## config.mk

```make
export PLATFORM = sky130hd
export DESIGN_NAME = prco_seq_ctrl_flat
export DESIGN_NICKNAME = d
export VERILOG_FILES = /design/src/rtl/prco_seq_ctrl_if.sv /design/src/rtl/prco_seq_ctrl.sv /design/src/flat_wrapper.sv
export SDC_FILE = /design/constraint.sdc
export NUM_CORES = 1
export LEC_CHECK = 0
export BUFFER_PORTS_ARGS = -buffer_cell sky130_fd_sc_hd__buf_2
export CAP_MARGIN = 20
export CORE_UTILIZATION = 51
export DETAILED_ROUTE_END_ITERATION = 6
export GPL_TIMING_DRIVEN = 0
export PLACE_DENSITY = 0.75
export SLEW_MARGIN = 20
export SYNTH_ARGS = -nofsm -noshare
export SYNTH_HDL_FRONTEND = slang
export SYNTH_SLANG_ARGS = --single-unit
```

## constraint.sdc

```tcl
create_clock -name i_clk -period 3.2 [get_ports i_clk]
set_input_delay 0.64 -clock i_clk [delete_from_list [all_inputs] [get_ports i_clk]]
set_output_delay 0.64 -clock i_clk [all_outputs]
set_load 0.02 [all_outputs]
```

## src/rtl/prco_seq_ctrl_if.sv

```systemverilog
// Handshake bundle between the prco sequencer and the pipeline/fetch/debug logic around it.
// Breakpoint signals exist only when PRCO_SEQ_BREAKPOINT_EN is defined.
interface prco_seq_ctrl_if #(
  parameter int PC_W = 16
`ifdef PRCO_SEQ_BREAKPOINT_EN
  ,
  parameter int NUM_BP = 2
`endif
);
  logic            i_mode;
  logic            i_step;
  logic            i_halt;
  logic            i_done;
  logic            i_branch;
  logic [PC_W-1:0] i_branch_tgt;
  logic            q_ce;
  logic [PC_W-1:0] q_pc;
  logic [1:0]      q_state;
  logic            q_debug_instr_clk;
  logic [31:0]     q_icount;
`ifdef PRCO_SEQ_BREAKPOINT_EN
  logic [NUM_BP*PC_W-1:0] i_bp_addr;
  logic [NUM_BP-1:0]      i_bp_en;
  logic                   q_bp_hit;
`endif

  // Core/debug side: drives requests, observes the sequencer.
  modport master (
    output i_mode, i_step, i_halt, i_done, i_branch, i_branch_tgt,
`ifdef PRCO_SEQ_BREAKPOINT_EN
    output i_bp_addr, i_bp_en,
    input  q_bp_hit,
`endif
    input  q_ce, q_pc, q_state, q_debug_instr_clk, q_icount
  );

  // Sequencer side.
  modport slave (
    input  i_mode, i_step, i_halt, i_done, i_branch, i_branch_tgt,
`ifdef PRCO_SEQ_BREAKPOINT_EN
    input  i_bp_addr, i_bp_en,
    output q_bp_hit,
`endif
    output q_ce, q_pc, q_state, q_debug_instr_clk, q_icount
  );
endinterface

```

## src/rtl/prco_seq_ctrl.sv

```systemverilog
// Instruction sequencer for the prco CPU: PC ownership, issue/retire handshake, halt, single-step, retire count.
// Optional breakpoint comparators are compiled in with PRCO_SEQ_BREAKPOINT_EN.
module prco_seq_ctrl #(
  parameter int PC_W      = 16,
  parameter int RESET_VEC = 0,
  parameter int PC_INC    = 1,
  parameter int NUM_BP    = 2
) (
  input logic           i_clk,
  input logic           i_reset,
  prco_seq_ctrl_if.slave bus
);
  typedef enum logic [1:0] {
    ST_ISSUE = 2'd0,
    ST_WAIT  = 2'd1,
    ST_STEP  = 2'd2,
    ST_HALT  = 2'd3
  } state_t;

  localparam logic [PC_W-1:0] PC_RESET = PC_W'(RESET_VEC);
  localparam logic [PC_W-1:0] PC_STEP  = PC_W'(PC_INC);
  localparam int              BP_CNT   = (NUM_BP > 0) ? NUM_BP : 1;

  state_t          state_reg;
  logic [PC_W-1:0] pc_reg;
  logic [PC_W-1:0] tgt_reg;
  logic            pending_reg;
  logic [31:0]     icount_reg;
  logic            dbg_reg;
  logic            ce_reg;
  logic            bp_hit_reg;
  logic            step_prev_reg;
  logic            mode_prev_reg;

  logic [PC_W-1:0]   next_pc;
  logic [BP_CNT-1:0] bp_match;
  logic              bp_hit;
  logic              step_edge;
  logic              mode_fall;

  // A branch in the retire cycle beats an earlier captured one.
  assign next_pc   = bus.i_branch ? bus.i_branch_tgt :
                     pending_reg  ? tgt_reg : pc_reg + PC_STEP;
  assign step_edge = bus.i_step & ~step_prev_reg;
  assign mode_fall = ~bus.i_mode & mode_prev_reg;

`ifdef PRCO_SEQ_BREAKPOINT_EN
  for (genvar gi = 0; gi < BP_CNT; gi++) begin : g_bp
    if (gi < NUM_BP) begin : g_cmp
      assign bp_match[gi] = bus.i_bp_en[gi] &&
                            (next_pc == bus.i_bp_addr[gi*PC_W +: PC_W]);
    end else begin : g_pad
      assign bp_match[gi] = 1'b0;
    end
  end
  assign bus.q_bp_hit = bp_hit_reg;
`else
  assign bp_match = '0;
`endif
  assign bp_hit = |bp_match;

  always_ff @(posedge i_clk) begin
    if (i_reset) begin
      state_reg     <= ST_ISSUE;
      pc_reg        <= PC_RESET;
      tgt_reg       <= '0;
      pending_reg   <= 1'b0;
      icount_reg    <= '0;
      dbg_reg       <= 1'b0;
      ce_reg        <= 1'b1;
      bp_hit_reg    <= 1'b0;
      step_prev_reg <= 1'b0;
      mode_prev_reg <= 1'b0;
    end else begin
      // Edge trackers run in every state so edges outside STEP are dropped, not queued.
      step_prev_reg <= bus.i_step;
      mode_prev_reg <= bus.i_mode;
      dbg_reg       <= 1'b0;
      bp_hit_reg    <= 1'b0;
      ce_reg        <= 1'b0;
      case (state_reg)
        ST_ISSUE: begin
          state_reg <= ST_WAIT;
        end
        ST_WAIT: begin
          if (bus.i_done) begin
            pc_reg      <= next_pc;
            pending_reg <= 1'b0;
            icount_reg  <= icount_reg + 32'd1;
            dbg_reg     <= 1'b1;
            if (bus.i_halt) begin
              state_reg <= ST_HALT;
            end else if (bp_hit) begin
              state_reg  <= ST_STEP;
              bp_hit_reg <= 1'b1;
            end else if (bus.i_mode) begin
              state_reg <= ST_STEP;
            end else begin
              state_reg <= ST_ISSUE;
              ce_reg    <= 1'b1;
            end
          end else if (bus.i_branch) begin
            pending_reg <= 1'b1;
            tgt_reg     <= bus.i_branch_tgt;
          end
        end
        ST_STEP: begin
          if (bus.i_halt) begin
            state_reg <= ST_HALT;
          end else if (step_edge || mode_fall) begin
            state_reg <= ST_ISSUE;
            ce_reg    <= 1'b1;
          end
        end
        ST_HALT: begin
          if (!bus.i_halt) begin
            if (bus.i_mode) begin
              state_reg <= ST_STEP;
            end else begin
              state_reg <= ST_ISSUE;
              ce_reg    <= 1'b1;
            end
          end
        end
        default: state_reg <= ST_ISSUE;
      endcase
    end
  end

  assign bus.q_ce              = ce_reg;
  assign bus.q_pc              = pc_reg;
  assign bus.q_state           = state_reg;
  assign bus.q_debug_instr_clk = dbg_reg;
  assign bus.q_icount          = icount_reg;
endmodule
```

## src/flat_wrapper.sv

```systemverilog
// flat-port wrapper written by rule: the top's interface ports become plain ports
module prco_seq_ctrl_flat 
#(
  parameter int PC_W      = 16,
  parameter int RESET_VEC = 0,
  parameter int PC_INC    = 1,
  parameter int NUM_BP    = 2
)
  (i_clk, i_reset, bus_i_mode, bus_i_step, bus_i_halt, bus_i_done, bus_i_branch, bus_i_branch_tgt, bus_q_ce, bus_q_pc, bus_q_state, bus_q_debug_instr_clk, bus_q_icount);
  prco_seq_ctrl_if #(.PC_W(PC_W)) bus_i ();
  input logic i_clk;
  input logic i_reset;
  input wire logic [$bits(bus_i.i_mode)-1:0] bus_i_mode;
  input wire logic [$bits(bus_i.i_step)-1:0] bus_i_step;
  input wire logic [$bits(bus_i.i_halt)-1:0] bus_i_halt;
  input wire logic [$bits(bus_i.i_done)-1:0] bus_i_done;
  input wire logic [$bits(bus_i.i_branch)-1:0] bus_i_branch;
  input wire logic [$bits(bus_i.i_branch_tgt)-1:0] bus_i_branch_tgt;
  output wire logic [$bits(bus_i.q_ce)-1:0] bus_q_ce;
  output wire logic [$bits(bus_i.q_pc)-1:0] bus_q_pc;
  output wire logic [$bits(bus_i.q_state)-1:0] bus_q_state;
  output wire logic [$bits(bus_i.q_debug_instr_clk)-1:0] bus_q_debug_instr_clk;
  output wire logic [$bits(bus_i.q_icount)-1:0] bus_q_icount;
  assign bus_i.i_mode = bus_i_mode;
  assign bus_i.i_step = bus_i_step;
  assign bus_i.i_halt = bus_i_halt;
  assign bus_i.i_done = bus_i_done;
  assign bus_i.i_branch = bus_i_branch;
  assign bus_i.i_branch_tgt = bus_i_branch_tgt;
  assign bus_q_ce = bus_i.q_ce;
  assign bus_q_pc = bus_i.q_pc;
  assign bus_q_state = bus_i.q_state;
  assign bus_q_debug_instr_clk = bus_i.q_debug_instr_clk;
  assign bus_q_icount = bus_i.q_icount;
  prco_seq_ctrl #(.PC_W(PC_W), .RESET_VEC(RESET_VEC), .PC_INC(PC_INC), .NUM_BP(NUM_BP)) u_core (.i_clk(i_clk), .i_reset(i_reset), .bus(bus_i));
endmodule
```

==> results.md, run 1 <==
- Setup Crit Path Kind: flip-flop to flip-flop
- Post-synthesis sequential area ratio: 40.8%
- Commonest non-fill, non-tap cells in the layout: buf_2 (74), nand2_1 (72), dfxtp_1 (71)
- Post-synthesis cell type count: 48
- DRT antenna net count: 0
- Synth Area in Adders: 0.719%
- Die outline width: 84.6 um
- First-pass GRT wire length: 15.7 mm
- Mapped Avg Cell Area: 7.77 um2
- Clk Latency, worst-skew pair: 0.35 ns
- Layout Skew: 0.00933 ns
- DRT iter0 DRCs: 275
- Largest stage delay, worst path: 0.60 ns
- Post-Route WL: 9.32 mm
- Max-slew headroom: 61.7%
- Initial antenna violation count: 0
- Starting Density: 53.9%
- Critical path cell sequence: nand4_2 > or4_4 > nor4_4 > nand4_1 > mux2_1
- Post-synth EDFFs: 0
- Main flop type after synthesis: dfxtp_1
- IO Pins: 75
- Synth Instances: 448
- Buf/Inv on CP: 0
- Xor and xnor area share after synthesis: 6.79%
- DR pass1 iterations: 7
- Largest family of logic cells by synthesized area: simple AND/OR/NAND/NOR gates
- Finished Core Util: 64.7%
- Die span in y: 84.6 um
- Crit. Startpoint: u_core.bus.q_icount[3]
- CP Data Arrival Time: 2.40 ns
- Count of max-cap constraint violations: 0
- Largest register FFs: 32
- Resize count post-CTS: 0
- WL/cell: 15.2 um
- Mux cell area share after synthesis: 1.22%
- Largest net degree at the start of global routing: 12
- Number of global-route vias before repair: 3,306
- Minimum clock period: 2.16 ns
- Asr flop ratio synth: 0%
- RSZ-0062 raised after global routing: no
- Crit Path Max Fanout: 7
- Power Dens Cells: 480 nW/um2
- Core Footprint: 6460 um2
- Crit path launch type: flip-flop
- Commonest non-fill, non-tap cell in the layout: buf_2
- GRT Util Overall: 27.3%
- Nature of the critical path endpoint: flip-flop
- Pins Over Slew Limit: 0
- YS warnings: 0
- Top Family by Delay on Critical Path: simple AND/OR/NAND/NOR gates
- Longest Clk Path Bufs: 2
- Port bufs: 73
- Synth Area in Compound Gates: 15.7%
- Simple-gate share of the synthesized area: 30.5%
- Final setup violation count: 0
- Post-DP HPWL: 6.58 mm
- Final hold violations: 0
- Post-Synthesis Net Count: 473
- Max IR drop VDD: 0.277 mV
- Dpl ws: 0.766 ns
- Clock-pin slew on the worst setup and hold paths: 0.08 ns
- Seq cells post-synth: 71
- Grt total ovfl: 0
- Worst path slowest cell: or4_4
- Area grow syn2layout: 20.1%
- Antenna cells: 0
- CTS tree: done
- Post-Syn Area: 3480 um2
- Drt drc: 0
- Max Freq: 0.464 GHz
- Std-Cell Rows: 29
- Layout cells sized above 1: 18.6%
- Worst hold path startpoint: u_core.tgt_reg[13]
- Leak pwr: 1.60 nW
- WP data required: 3.44 ns
- Reg-to-reg startpoint: u_core.bus.q_icount[3]
- Fin crit share: 67.3%
- Vias/cell: 5.89
- GPL Wtd Cong: 0.836
- Vias: 3,618
- Clock root buffer: clkbuf_8
- HP Class: flip-flop to flip-flop
- Post-route setup TNS: 0 ns
- Actual slew at the worst max-slew pin: 0.570 ns
- Postcts setup bufs: 0
- Layout Nets: 557
- Die area: 7160 um2
- H-Tree Depth: 3
- Worst setup margin: 1.04 ns
- CTS Sinks: 71
- CTS buffer count: 9
- Hold_buf cts: 0
- Status: complete, no violations
## layer usage
layer / vias to the layer above / wire length, um / track usage (%)
met1: 1723 / 4400 / 37.1
met4: 0 / 165 / 12.3
li1: 1748 / - / -
met5: - / 0 / 0
met2: 131 / 4230 / 42.4
met3: 16 / 518 / 4.82
## worst reg2reg max path, cell delays in order, from the launching register on
cell and delay, ns:
dfxtp_1 0.49, nand4_2 0.18, or4_4 0.60, nor4_4 0.32, nand4_1 0.15, mux2_1 0.32
## layout make-up
| class | instances | area (um2) |
|---|---|---|
| fill | 597 | 2280 |
| multi-input combinational | 338 | 1910 |
| sequential | 71 | 1420 |
| timing repair buffer | 73 | 365 |
| clock buffer | 13 | 149 |
| tap | 77 | 96.3 |
| buffer | 25 | 95.1 |
| clock inverter | 3 | 90.1 |
| inverter | 14 | 52.6 |
## worst paths after layout
check | endpoint | slack (ns) | cells past startpoint
min reg2reg | u_core.tgt_reg[13] | 0.46 | 2
max reg2reg | u_core.bus.q_icount[29] | 1.04 | 5
min | u_core.tgt_reg[13] | 0.46 | 2
max | u_core.bus.q_icount[29] | 1.04 | 5
## cells in the mapped netlist (6+ instances only)
| cell | count | area, um2 |
|---|---|---|
| xnor2_1 | 22 | 193 |
| nand4_1 | 13 | 81.3 |
| dfxtp_1 | 71 | 1420 |
| nor2_1 | 41 | 154 |
| or3_1 | 6 | 37.5 |
| inv_1 | 14 | 52.6 |
| and4_1 | 6 | 52.6 |
| clkbuf_1 | 21 | 78.8 |
| nand3_1 | 21 | 105 |
| a21oi_1 | 49 | 245 |
| nor3_1 | 12 | 60.1 |
| nor2b_1 | 7 | 43.8 |
| nor4_1 | 11 | 68.8 |
| nand2_1 | 72 | 270 |
| o21ai_0 | 25 | 125 |
## power breakdown
| group | switching (mW) | internal (mW) |
|---|---|---|
| Clock | 0.346 | 0.541 |
| Sequential | 0.0253 | 0.907 |
| Combinational | 0.124 | 0.0646 |
| Total | 0.496 | 1.51 |
## stage by stage
step	cells	power [mW]	hold WS, ns	area (um2)
after floorplan	448	1.07	0.431	3480
after global placement	598	1.13	0.437	3940
after detailed placement	598	1.14	0.449	3940
after CTS	614	2.01	0.459	4180
after global routing	614	2.08	0.474	4180
final	614	2.01	0.457	4180
## kinds of logic after synthesis
family / count (synthesis)
and+or+nand+nor: 209
AOI/OAI and AO/OA: 96
DFF: 71
buffers and inverters: 39
xor gates and xnor gates: 27
muxes: 4
adders and majority gates: 2
No activity file was read; power rests on OpenSTA's default activity.
==> inputs of run 2 (changes only) <==
==> constraint.sdc (replaced) <==
create_clock -name i_clk -period 2.1 [get_ports i_clk]
set_input_delay 0.42 -clock i_clk [delete_from_list [all_inputs] [get_ports i_clk]]
set_output_delay 0.42 -clock i_clk [all_outputs]
set_load 0.02 [all_outputs]
==> run 2 against run 1 <==
- critical path depth stayed put
- setup slack lost 0.98 ns
- maximum frequency rose by 6.0%
- clock power rose by 16%
- die area unchanged
- worst hold slack worse by 0.15 ns
- sequential share of layout area is 0.20 points higher
- critical path type unchanged
- sequential cell count did not move
- highest routed layer unchanged
==> results.md, run 2 (synthesis gave the netlist of run 1 again) <==
- Grt total ovfl: 0
- Minimum clock period: 2.03 ns
- Largest register FFs: 32
- Post-route cell area: 4230 um2
- Layout Skew: 0.0104 ns
- Buf/Inv on CP: 0
- HP Class: input pin to flip-flop
- DRT antenna net count: 0
- Largest net degree at the start of global routing: 12
- # fillers: 588
- Starting Density: 53.9%
- Max IR drop VDD: 0.424 mV
- Pins Over Slew Limit: 0
- Post-Route WL: 9.43 mm
- Non-filler cells in the finished layout: 620
- DRT iter0 DRCs: 309
- Nature of the critical path endpoint: flip-flop
- Crit Path Max Fanout: 7
- Antenna cells: 0
- Die area: 7160 um2
- Area occupied by multi-input gates: 1940 um2
- Crit. Startpoint: u_core.bus.q_icount[3]
- CTS Sinks: 71
- Clock-pin slew on the worst setup and hold paths: 0.07 ns
- WL/cell: 15.2 um
- Die span in y: 84.6 um
- Cell count of the worst reg-to-reg path: 5
- Initial antenna violation count: 0
- Setup Crit Path Kind: flip-flop to flip-flop
- H-Tree Depth: 3
- Power Dens Cells: 647 nW/um2
- GPL Wtd Cong: 0.836
- Post-DP HPWL: 6.50 mm
- Area of placed instances: 3940 um2
- DR pass1 iterations: 7
- Layout cells sized above 1: 23.9%
- Clock root buffer: clkbuf_8
- Worst path slowest cell: or4_4
- Port bufs: 73
- Critical path cell sequence: nand4_2 > or4_4 > nor4_4 > nand4_1 > mux2_1
- Clk Latency, worst-skew pair: 0.34 ns
- Area grow syn2layout: 21.6%
- RR Endpoint: u_core.bus.q_icount[29]
- Fin crit share: 96.8%
- Status: complete, no violations
- Max-slew headroom: 60.0%
- Reg-to-reg startpoint: u_core.bus.q_icount[3]
- Max Freq: 0.492 GHz
- Critical path capture point: u_core.bus.q_icount[29]
- Reg area: 1450 um2
- Leak pwr: 1.62 nW
- CP Depth: 5
- Vias/cell: 5.91
- CP Data Arrival Time: 2.25 ns
- Die outline width: 84.6 um
- Crit path launch type: flip-flop
- Reg2Reg Setup Slack: 0.07 ns
- Longest Clk Path Bufs: 2
- CTS tree: done
- Top Family by Delay on Critical Path: simple AND/OR/NAND/NOR gates
- Cells after DPL: 598
- Vias: 3,664
- Hold_buf cts: 0
- WP data required: 2.32 ns
- Post-route setup TNS: 0 ns
- Layout Nets: 563
- GRT Util Overall: 26.7%
- Count of max-cap constraint violations: 0
- Finished Core Util: 65.6%
- Final setup violation count: 0
- Actual slew at the worst max-slew pin: 0.600 ns
- IO Pins: 75
- Final hold violations: 0
- Commonest non-fill, non-tap cell in the layout: buf_2
- Number of global-route vias before repair: 3,232
- Commonest non-fill, non-tap cells in the layout: buf_2 (74), nand2_1 (72), dfxtp_1 (54)
- First-pass GRT wire length: 15.4 mm
- Largest stage delay, worst path: 0.58 ns
- Drt drc: 0
- Std-Cell Rows: 29
- CTS buffer count: 9
- Core Footprint: 6460 um2
==> run 2: report_power, final <==
| group | switching (mW) | leakage, nW | internal [mW] | total [mW] |
|---|---|---|---|---|
| sequential | 0.0403 | 0.585 | 1.38 | 1.42 |
| clock | 0.500 | 0.0967 | 0.528 | 1.03 |
| combinational | 0.190 | 0.942 | 0.100 | 0.290 |
==> run 2: how the worst min path moves through the flow <==
stage               depth (start not counted)          startpoint              endpoint  slack [ns]
detailed placement                          2   u_core.tgt_reg[4]     u_core.tgt_reg[4]        0.45
floorplan                                   2  u_core.tgt_reg[12]    u_core.tgt_reg[12]        0.43
CTS                                         3          bus_i_step  u_core.step_prev_reg        0.31
global placement                            2  u_core.tgt_reg[12]    u_core.tgt_reg[12]        0.44
finish                                      3          bus_i_step  u_core.step_prev_reg        0.31
global route                                3          bus_i_step  u_core.step_prev_reg        0.31
==> run 2: area by class of cell <==
type	instances	share of cell area [%]
clock buffers	14	4.08
multi-input cells	338	45.9
clock inverters	2	0.325
plain buffers	25	2.28
repair buffers	79	9.69
flip-flops and latches	71	34.2
inverters	14	1.24
well taps	77	2.28
==> run 2: metal layers <==
metal  wire (um)  vias to the layer above  GRT usage, %
li1            -                     1760             -
met1        4230                     1731          37.1
met2        4300                      151          40.6
met3         672                       22          4.52
met4         227                        0          12.2
met5           0                        -             0
==> run 2: per-stage QoR <==
stage	power, mW	hold WS [ns]	setup WS (ns)
after floorplan	1.62	0.431	0.0105
after global placement	1.73	0.437	-0.101
after detailed placement	1.73	0.448	-0.124
after CTS	2.75	0.308	0.00214
after global routing	2.86	0.311	-0.0628
final	2.74	0.312	0.0678
==> run 2: repair_timing <==
action                                  CTS  global route
endpoints found under the setup margin   12            24
resized for setup                         6            20
pin swaps                                 2             4
setup buffers                             2             4
==> run 2: tightest hold or removal path, cell delays in order <==
cell and delay (ns):
buf_2 0.07, inv_1 0.04, nor2_1 0.08
